==> config.mk <==
export PLATFORM = sky130hd
export DESIGN_NAME = dpram_port_arbiter
export DESIGN_NICKNAME = d
export VERILOG_FILES = /design/src/rtl/dpram_port_arbiter.sv
export SDC_FILE = /design/constraint.sdc
export NUM_CORES = 1
export LEC_CHECK = 0
export ABC_AREA = 1
export BUFFER_PORTS_ARGS = -buffer_cell sky130_fd_sc_hd__buf_2
export CAP_MARGIN = 20
export CORE_AREA = 2 2 93 95
export DETAILED_ROUTE_END_ITERATION = 12
export DIE_AREA = 0 0 95 97
export GPL_ROUTABILITY_DRIVEN = 0
export HOLD_SLACK_MARGIN = 0.15
export PLACE_DENSITY_LB_ADDON = 0.2
export SYNTH_ARGS = -nofsm -noshare
export SYNTH_HDL_FRONTEND = slang
export SYNTH_SLANG_ARGS = --single-unit
==> constraint.sdc <==
create_clock -name clk -period 3.1 [get_ports clk]
set_input_delay 0 -clock clk [delete_from_list [all_inputs] [get_ports clk]]
set_output_delay 0 -clock clk [all_outputs]
set_load 0.01 [all_outputs]
==> src/rtl/dpram_port_arbiter.sv <==
// dpram_port_arbiter
//
// Round-robin arbiter sharing the two ports of a single-clock true dual-port
// RAM among N_REQ requesters. Each cycle up to two requests are granted: the
// first winner of the round-robin scan drives port A and the second drives
// port B. A port B candidate that hits the same address as winner A is held
// off when either side writes; two reads of one address both go through.
// Each port's registered RAM output is routed back to the requester that was
// granted on that port, one cycle after the grant.
//
// Ports:
//   clk, rst_n                 single clock, asynchronous active-low reset
//   req_valid/we/addr/wdata    per-requester request fields, packed by index
//   req_ready                  combinational grant, one bit per requester
//   rsp_valid/rsp_rdata        one-cycle response strobe and data per requester
//   ram_addr/data/we_a/_b      RAM port drive (all zero when port is idle)
//   ram_q_a, ram_q_b           RAM registered outputs (write-through)

module dpram_port_arbiter #(
  parameter int unsigned DATA_WIDTH = 16,
  parameter int unsigned ADDR_WIDTH = 5,
  parameter int unsigned N_REQ      = 4
) (
  input  logic                        clk,
  input  logic                        rst_n,
  input  logic [N_REQ-1:0]            req_valid,
  input  logic [N_REQ-1:0]            req_we,
  input  logic [N_REQ*ADDR_WIDTH-1:0] req_addr,
  input  logic [N_REQ*DATA_WIDTH-1:0] req_wdata,
  output logic [N_REQ-1:0]            req_ready,
  output logic [N_REQ-1:0]            rsp_valid,
  output logic [N_REQ*DATA_WIDTH-1:0] rsp_rdata,
  output logic [ADDR_WIDTH-1:0]       ram_addr_a,
  output logic [ADDR_WIDTH-1:0]       ram_addr_b,
  output logic [DATA_WIDTH-1:0]       ram_data_a,
  output logic [DATA_WIDTH-1:0]       ram_data_b,
  output logic                        ram_we_a,
  output logic                        ram_we_b,
  input  logic [DATA_WIDTH-1:0]       ram_q_a,
  input  logic [DATA_WIDTH-1:0]       ram_q_b
);

  localparam int unsigned IDX_W = (N_REQ > 1) ? $clog2(N_REQ) : 1;

  typedef logic [IDX_W-1:0] idx_t;

  // Successor index in the circular order, wrapping N_REQ-1 back to 0.
  function automatic idx_t next_idx(input idx_t idx);
    if (32'(idx) == N_REQ - 1) begin
      return '0;
    end
    return idx + idx_t'(1);
  endfunction

  // ---------------------------------------------------------------------------
  // Unpacked views of the packed request buses
  // ---------------------------------------------------------------------------
  logic [ADDR_WIDTH-1:0] addr_arr  [N_REQ];
  logic [DATA_WIDTH-1:0] wdata_arr [N_REQ];

  always_comb begin
    for (int i = 0; i < N_REQ; i++) begin
      addr_arr[i]  = req_addr[i*ADDR_WIDTH +: ADDR_WIDTH];
      wdata_arr[i] = req_wdata[i*DATA_WIDTH +: DATA_WIDTH];
    end
  end

  // ---------------------------------------------------------------------------
  // State
  // ---------------------------------------------------------------------------
  idx_t ptr_q, ptr_d;
  logic rv_a_q, rv_b_q;
  idx_t own_a_q, own_b_q;

  // ---------------------------------------------------------------------------
  // Round-robin scan starting at ptr
  // ---------------------------------------------------------------------------
  logic found_a, found_b;
  idx_t idx_a, idx_b;

  always_comb begin
    int unsigned s;
    idx_t        cand;
    found_a = 1'b0;
    found_b = 1'b0;
    idx_a   = '0;
    idx_b   = '0;
    s       = 0;
    cand    = '0;
    for (int k = 0; k < N_REQ; k++) begin
      s = 32'(ptr_q) + 32'(k);
      if (s >= N_REQ) begin
        s = s - N_REQ;
      end
      cand = idx_t'(s);
      if (req_valid[cand]) begin
        if (!found_a) begin
          found_a = 1'b1;
          idx_a   = cand;
        end else if (!found_b) begin
          found_b = 1'b1;
          idx_b   = cand;
        end
      end
    end
  end

  // ---------------------------------------------------------------------------
  // Grant decision
  // ---------------------------------------------------------------------------
  logic conflict;
  logic gnt_a, gnt_b;

  // Same address with any write would give an undefined RAM result, so B
  // waits; no later candidate is promoted into its slot.
  assign conflict = (addr_arr[idx_a] == addr_arr[idx_b]) & (req_we[idx_a] | req_we[idx_b]);

  // Gating with rst_n keeps the RAM write enables low throughout reset.
  assign gnt_a = rst_n & found_a;
  assign gnt_b = rst_n & found_b & ~conflict;

  always_comb begin
    req_ready = '0;
    for (int i = 0; i < N_REQ; i++) begin
      req_ready[i] = (gnt_a && (idx_a == idx_t'(i))) || (gnt_b && (idx_b == idx_t'(i)));
    end
  end

  // ---------------------------------------------------------------------------
  // RAM port drive
  // ---------------------------------------------------------------------------
  always_comb begin
    ram_addr_a = '0;
    ram_data_a = '0;
    ram_we_a   = 1'b0;
    ram_addr_b = '0;
    ram_data_b = '0;
    ram_we_b   = 1'b0;
    if (gnt_a) begin
      ram_addr_a = addr_arr[idx_a];
      ram_data_a = wdata_arr[idx_a];
      ram_we_a   = req_we[idx_a];
    end
    if (gnt_b) begin
      ram_addr_b = addr_arr[idx_b];
      ram_data_b = wdata_arr[idx_b];
      ram_we_b   = req_we[idx_b];
    end
  end

  // ---------------------------------------------------------------------------
  // Pointer update: one past the last granted index
  // ---------------------------------------------------------------------------
  always_comb begin
    ptr_d = ptr_q;
    if (gnt_b) begin
      ptr_d = next_idx(idx_b);
    end else if (gnt_a) begin
      ptr_d = next_idx(idx_a);
    end
  end

  always_ff @(posedge clk or negedge rst_n) begin
    if (!rst_n) begin
      ptr_q   <= '0;
      rv_a_q  <= 1'b0;
      rv_b_q  <= 1'b0;
      own_a_q <= '0;
      own_b_q <= '0;
    end else begin
      ptr_q  <= ptr_d;
      rv_a_q <= gnt_a;
      rv_b_q <= gnt_b;
      if (gnt_a) begin
        own_a_q <= idx_a;
      end
      if (gnt_b) begin
        own_b_q <= idx_b;
      end
    end
  end

  // ---------------------------------------------------------------------------
  // Response routing
  // ---------------------------------------------------------------------------
  // Slices with no response are driven to zero so idle and reset data is clean.
  always_comb begin
    logic hit_a, hit_b;
    rsp_valid = '0;
    rsp_rdata = '0;
    hit_a     = 1'b0;
    hit_b     = 1'b0;
    for (int i = 0; i < N_REQ; i++) begin
      hit_a        = rv_a_q && (own_a_q == idx_t'(i));
      hit_b        = rv_b_q && (own_b_q == idx_t'(i));
      rsp_valid[i] = hit_a || hit_b;
      if (hit_a) begin
        rsp_rdata[i*DATA_WIDTH +: DATA_WIDTH] = ram_q_a;
      end else if (hit_b) begin
        rsp_rdata[i*DATA_WIDTH +: DATA_WIDTH] = ram_q_b;
      end
    end
  end

endmodule
# Word level (Yosys, flattened, before mapping)
# Cells that the tools add are included.
# Widths: inputs -> output; s select.
[classes]
order_cmp = 12
n_bitwise = 8
n_eq_ne = 13
addsub = 9
reduce_logical = 29
mux = 78
[op_table]
columns = ["cell", "count"]
rows = [
  ["$mux 16", 14],
  ["$bmux 16 s2", 2],
  ["$mux 2", 25],
  ["$mux 5", 6],
  ["$mux 1", 23],
  ["$bmux 5 s2", 2],
  ["$lt 2x3->1 const B", 6],
  ["$eq 2x2->1 const B", 8],
  ["$logic_and 1x1->1", 16],
  ["$ge 3x3->1 const B", 5],
  ["$bmux 1 s2", 6],
  ["$eq 2x1->1 const B", 4],
  ["$logic_not 2->1", 4],
  ["$logic_or 1x1->1", 8],
  ["$sub 2x1->2 const B", 4],
  ["$add 2x2->3 const B", 2],
  ["$not 2->3", 2],
  ["$eq 5x5->1", 1],
  ["$add 2x1->2 const B", 2],
  ["$and 1x1->1", 4],
  ["$add 2x1->3 const B", 1],
  ["$ge 2x3->1 const B", 1],
  ["$reduce_bool 2->1", 1],
  ["$not 1->1", 1],
  ["$or 1x1->1", 1],
]
[totals]
out_inout_bits = 116
regBits = 8
word_cells = 154

# Logic depth before layout (Yosys ltp)
[logic_depth]
word_depth = 25
mapped_depth = 25

# Least setup slack after synthesis
# No wires, ideal clock.
[synth_timing]
path_kind = "register -> register"
startpoint = "register ptr_q[0]"
endpoint = "register ptr_q[1]"
stages_incl_launch_ff = 19
setup_slack_ps = 469
arrival_time_ps = 2507
setup_ps = 124
required_ps = 2976
path_buffers = 3
synth_period_minus_slack_ps = 2631
cell_sequence = "dfrtp_1 -> buf_6 -> nand2_1 -> nand3_2 -> nand2_2 -> ha_1 -> nand2_1 -> nand2_1 -> nand2_1 -> nand3_2 -> nand2_2 -> buf_4 -> clkbuf_1 -> inv_1 -> ha_1 -> inv_1 -> nor2_1 -> nand2_1 -> nand3_1"
[synth_between]
word_cells_on_any_way = 81
classes_between = "add/sub: 9; order compare: 4; eq/ne: 3; mux: 56; bitwise: 8; reduce/logical: 1"
[synth_rtl]
columns = ["element", "line_no", "source"]
rows = [
  ["from (decl)", "71", "idx_t ptr_q, ptr_d;"],
  ["from (signal assigned)", "171", "ptr_q <= ptr_d;"],
  ["parallel branches: the longest is 10 deep, another holds $add 2x1->3", "--", ""],
  ["$mux 2 (*)", "96", "if (req_valid[cand]) begin"],
  ["net idx_a[0]", "79", "idx_t idx_a, idx_b;"],
  ["$not 2->3 (implied by the code)", "116", "assign conflict = (addr_arr[idx_a] == addr_arr[idx_b]) & (req_we[idx_a] | req_we[idx_b]);"],
  ["$bmux 5 s2", "116", ""],
  ["$mux 5 (implied by the code) (2 in series)", "116", ""],
  ["$eq 5x5->1", "116", ""],
  ["$and 1x1->1", "116", ""],
  ["$not 1->1", "120", "assign gnt_b = rst_n & found_b & ~conflict;"],
  ["$and 1x1->1", "120", ""],
  ["$mux 2 / $reduce_bool 2->1 (equally long branches)", "--", ""],
]
# Mark *: on every way through the listed nets, which the timed path passes. The select of a mux whose other input is x is not followed.
# A chain may end at the register's enable or synchronous reset.

# Final worst setup path
[layout_timing]
startpoint = "register ptr_q[0]"
endpoint = "output port ram_data_b[4]"
[layout_between]
elab_chain_cells = 22
word_cells_on_any_way = 69
classes_between = "add/sub: 7; order compare: 4; eq/ne: 1; mux: 50; bitwise: 7"
[layout_rtl]
columns = ["element", "line_no", "source"]
rows = [
  ["parallel branches: the longest is 21 deep, another holds $add 2x1->3", "--", ""],
  ["$mux 16 (*)", "144", "if (gnt_b) begin"],
  ["to (decl)", "36", "output logic [DATA_WIDTH-1:0] ram_data_b,"],
]
# Mark *: on every way between the ends. The select of a mux whose other input is x is not followed.

==> results.toml <==
[cts]
cts.clk_slew.worst_paths_ns = 0.04
cts_buffers = 3
clockBufferDepth = 2
clk-insertion-delay-late_ns = 0.23
root_buffer = "clkbuf_8"
tritoncts = "yes"
cts_sinks = 8
htree_levels = 1

[timing]
fin_ws_ns = -0.116
slew_headroom_pct = 51.4
finalCritPeriodShare_pct = 104
finalSetupViolCount = 24
post-route-min-period_ns = 3.22
slew_viol_final = 0
rsz0062_at_grt = "true"
timing.setup.tns_ns = -1.91
timing.fmax_mhz = 311
hold_viol = 0
worst_pin_slew_ns = 0.726
finalClockSkew_ns = 0.00471

[floorplanning]
fp.dieW_um = 95
core_area_um2 = 8130
initial_core_util_pct = 43.6
die_h_um = 97
dieArea_um2 = 9220
ioPinCount = 242
rows = 33

[global_route]
use_met1_pct = 36.7
grt_pass1_vias = 5032
busiest_layer = "met2"
grt_pass1_wl_mm = 23.1
use_met2_pct = 54.5
gr-usage-met3_pct = 3.19
grt_antenna_before_repair = 0
grt_overflow_total = 0
grt_max_degree = 41
grt_usage_pct = 30.2

[yosys]
synthesis.area_um2 = 3540
yosys_warnings = 0
netlist_top_cells_area = "nand2_1, nand3_1, o22ai_1, inv_1, a211oi_1"
async_flop_share_pct = 100
synth_top_cells_by_count = "nand2_1, inv_1, nand3_1"
synth-edff-count = 0
synth_cell_types = 31
synth_nets = 801
synth.ff_latch_count = 8
syn_avg_cell_area_um2 = 5.33
yosysSeqAreaShare_pct = 5.65
synth_top_cell_area_share_pct = 13.4
netlist_instances = 665
synth_top_area_cell = "nand2_1"
synth-main-ff-cell = "dfrtp_1"
synthMostInstantiatedCell = "nand2_1"

[critical_path]
endpoint_kind = "output port"
crit_required_ns = 3.10
critical_path_class = "reg2out"
crit_top_cell = "nand3_4"
path_cells = "buf_6 > nand2_2 > nand2_2 > nand2_1 > nand2_4 > nand3_4 > nand3_4 > buf_8 > nand3_2 > nand3_4 > nand2_4 > nand3_2 > nand2_1 > nor2_2 > nand3_4 > nand2_4 > buf_12 > buf_12 > nor3_4 > buf_2"
crit_path_max_fanout = 8
start_kind = "register"
cp_slowest_stage_delay_ns = 0.44
cp_slowest_cell = "dfrtp_2"
cp.arrival_ns = 3.22

[detailed_routing]
first_pass_iters = 7
drcViolationCount = 0
vias = 6035
drt-initial-drc-count = 381
wl_per_cell_um = 16.6
routed_via_density = 5.81
wirelength_mm = 17.2
ant_nets = 0

[cells_and_area]
fill_cells = 673
area_growth_pct = 67.1
layout-drive-gt1-share_pct = 45.2
nNetsFinal = 1071
post-route-util_pct = 72.8
n_antenna_cell = 0

[placement]
place_hpwl_mm = 11.4
io_buffers = 241
pre_cts_slack_ns = 0.0510

[run_status]
status = "finished, violations left"
violations = "negative setup slack"

[hold_path]
holdCritPathClass = "in2async"

[job]
max_cap_violations = 0
per-stage QoR:
step | std cells | hold WS [ns] | area [µm²]
detailed placement | 994 | -0.139 | 4900
floorplan | 665 | -0.296 | 3540
global route | 1038 | 0.184 | 5920
CTS | 1008 | 0.168 | 5170
finish | 1038 | 0.174 | 5920
global placement | 994 | -0.140 | 4900
path summary, 6_finish.rpt:
check,start,end,slack [ns],cells past startpoint
max in group asynchronous,rst_n,ptr_q[1]$_DFFE_PN0P_,2.71,2
worst max-delay path,ptr_q[0]$_DFFE_PN0P_,ram_data_b[4],-0.12,20
min in group clk,ram_q_b[2],rsp_rdata[2],0.40,4
worst min register to register,own_b_q[0]$_DFFE_PN0P_,own_b_q[0]$_DFFE_PN0P_,0.55,2
worst max register to register,ptr_q[0]$_DFFE_PN0P_,ptr_q[0]$_DFFE_PN0P_,0.09,21
worst min-delay path,rst_n,own_b_q[0]$_DFFE_PN0P_,0.17,2
critical path, delay by kind of cell (launching register included):
family	cells	cell delay (ns)
buffers and inverters	5	0.80
DFF	1	0.44
and+or+nand+nor	15	1.70
cell type report:
cell class                 count  area [µm²]  share of cell area [%]
inverter                     108         420                    7.10
timing repair buffer         307        1980                    33.5
clock buffer                   3        41.3                   0.697
tap                          105         131                    2.22
sequential                     8         203                    3.42
multi-input combinational    507        3140                    53.1
registers in the layout, indices dropped and copies added (netlist names):
name / flops
own_a_q: 2
own_b_q: 2
ptr_q: 2
rv_a_q: 1
rv_b_q: 1
placed cells by master (no fill, tap or decap), types with 10 or more instances in the layout:
cell,instances
nand3_1,55
nor3_2,10
nand2_2,25
o21ai_0,37
inv_1,97
nand3_2,26
a211oi_1,30
nand2_1,98
buf_4,42
nand2_4,16
nor3_1,24
a21oi_1,42
o22ai_1,64
nor2_1,41
buf_6,16
buf_2,234
layer usage:
metal	routed length [µm]	part of all wire (%)
met1	6500	38
met2	8650	50
met3	1420	8.3
met4	652	3.8
met5	0	0
what timing repair did:
item,4_1_cts,5_1_grt
pin swaps,4,30
gates cloned,1,7
gates resized for setup,21,98
endpoints found under the setup margin,26,29
hold endpoints to repair,8,0
setup buffers,9,25
hold buffers,1,0
kinds of logic (layout without fill, tap and decap cells):
kind of cell / Yosys count / count (layout) / share of synthesized area, %
simple gates: 314 / 317 / 42.8
buf+inv: 153 / 418 / 17.9
fa+ha+maj: 10 / 10 / 3.53
flops: 8 / 8 / 5.65
compound gates: 180 / 180 / 30.1
Power is not shown: default switching activity piles up to over one toggle a cycle in this logic, so the estimate is an artifact.
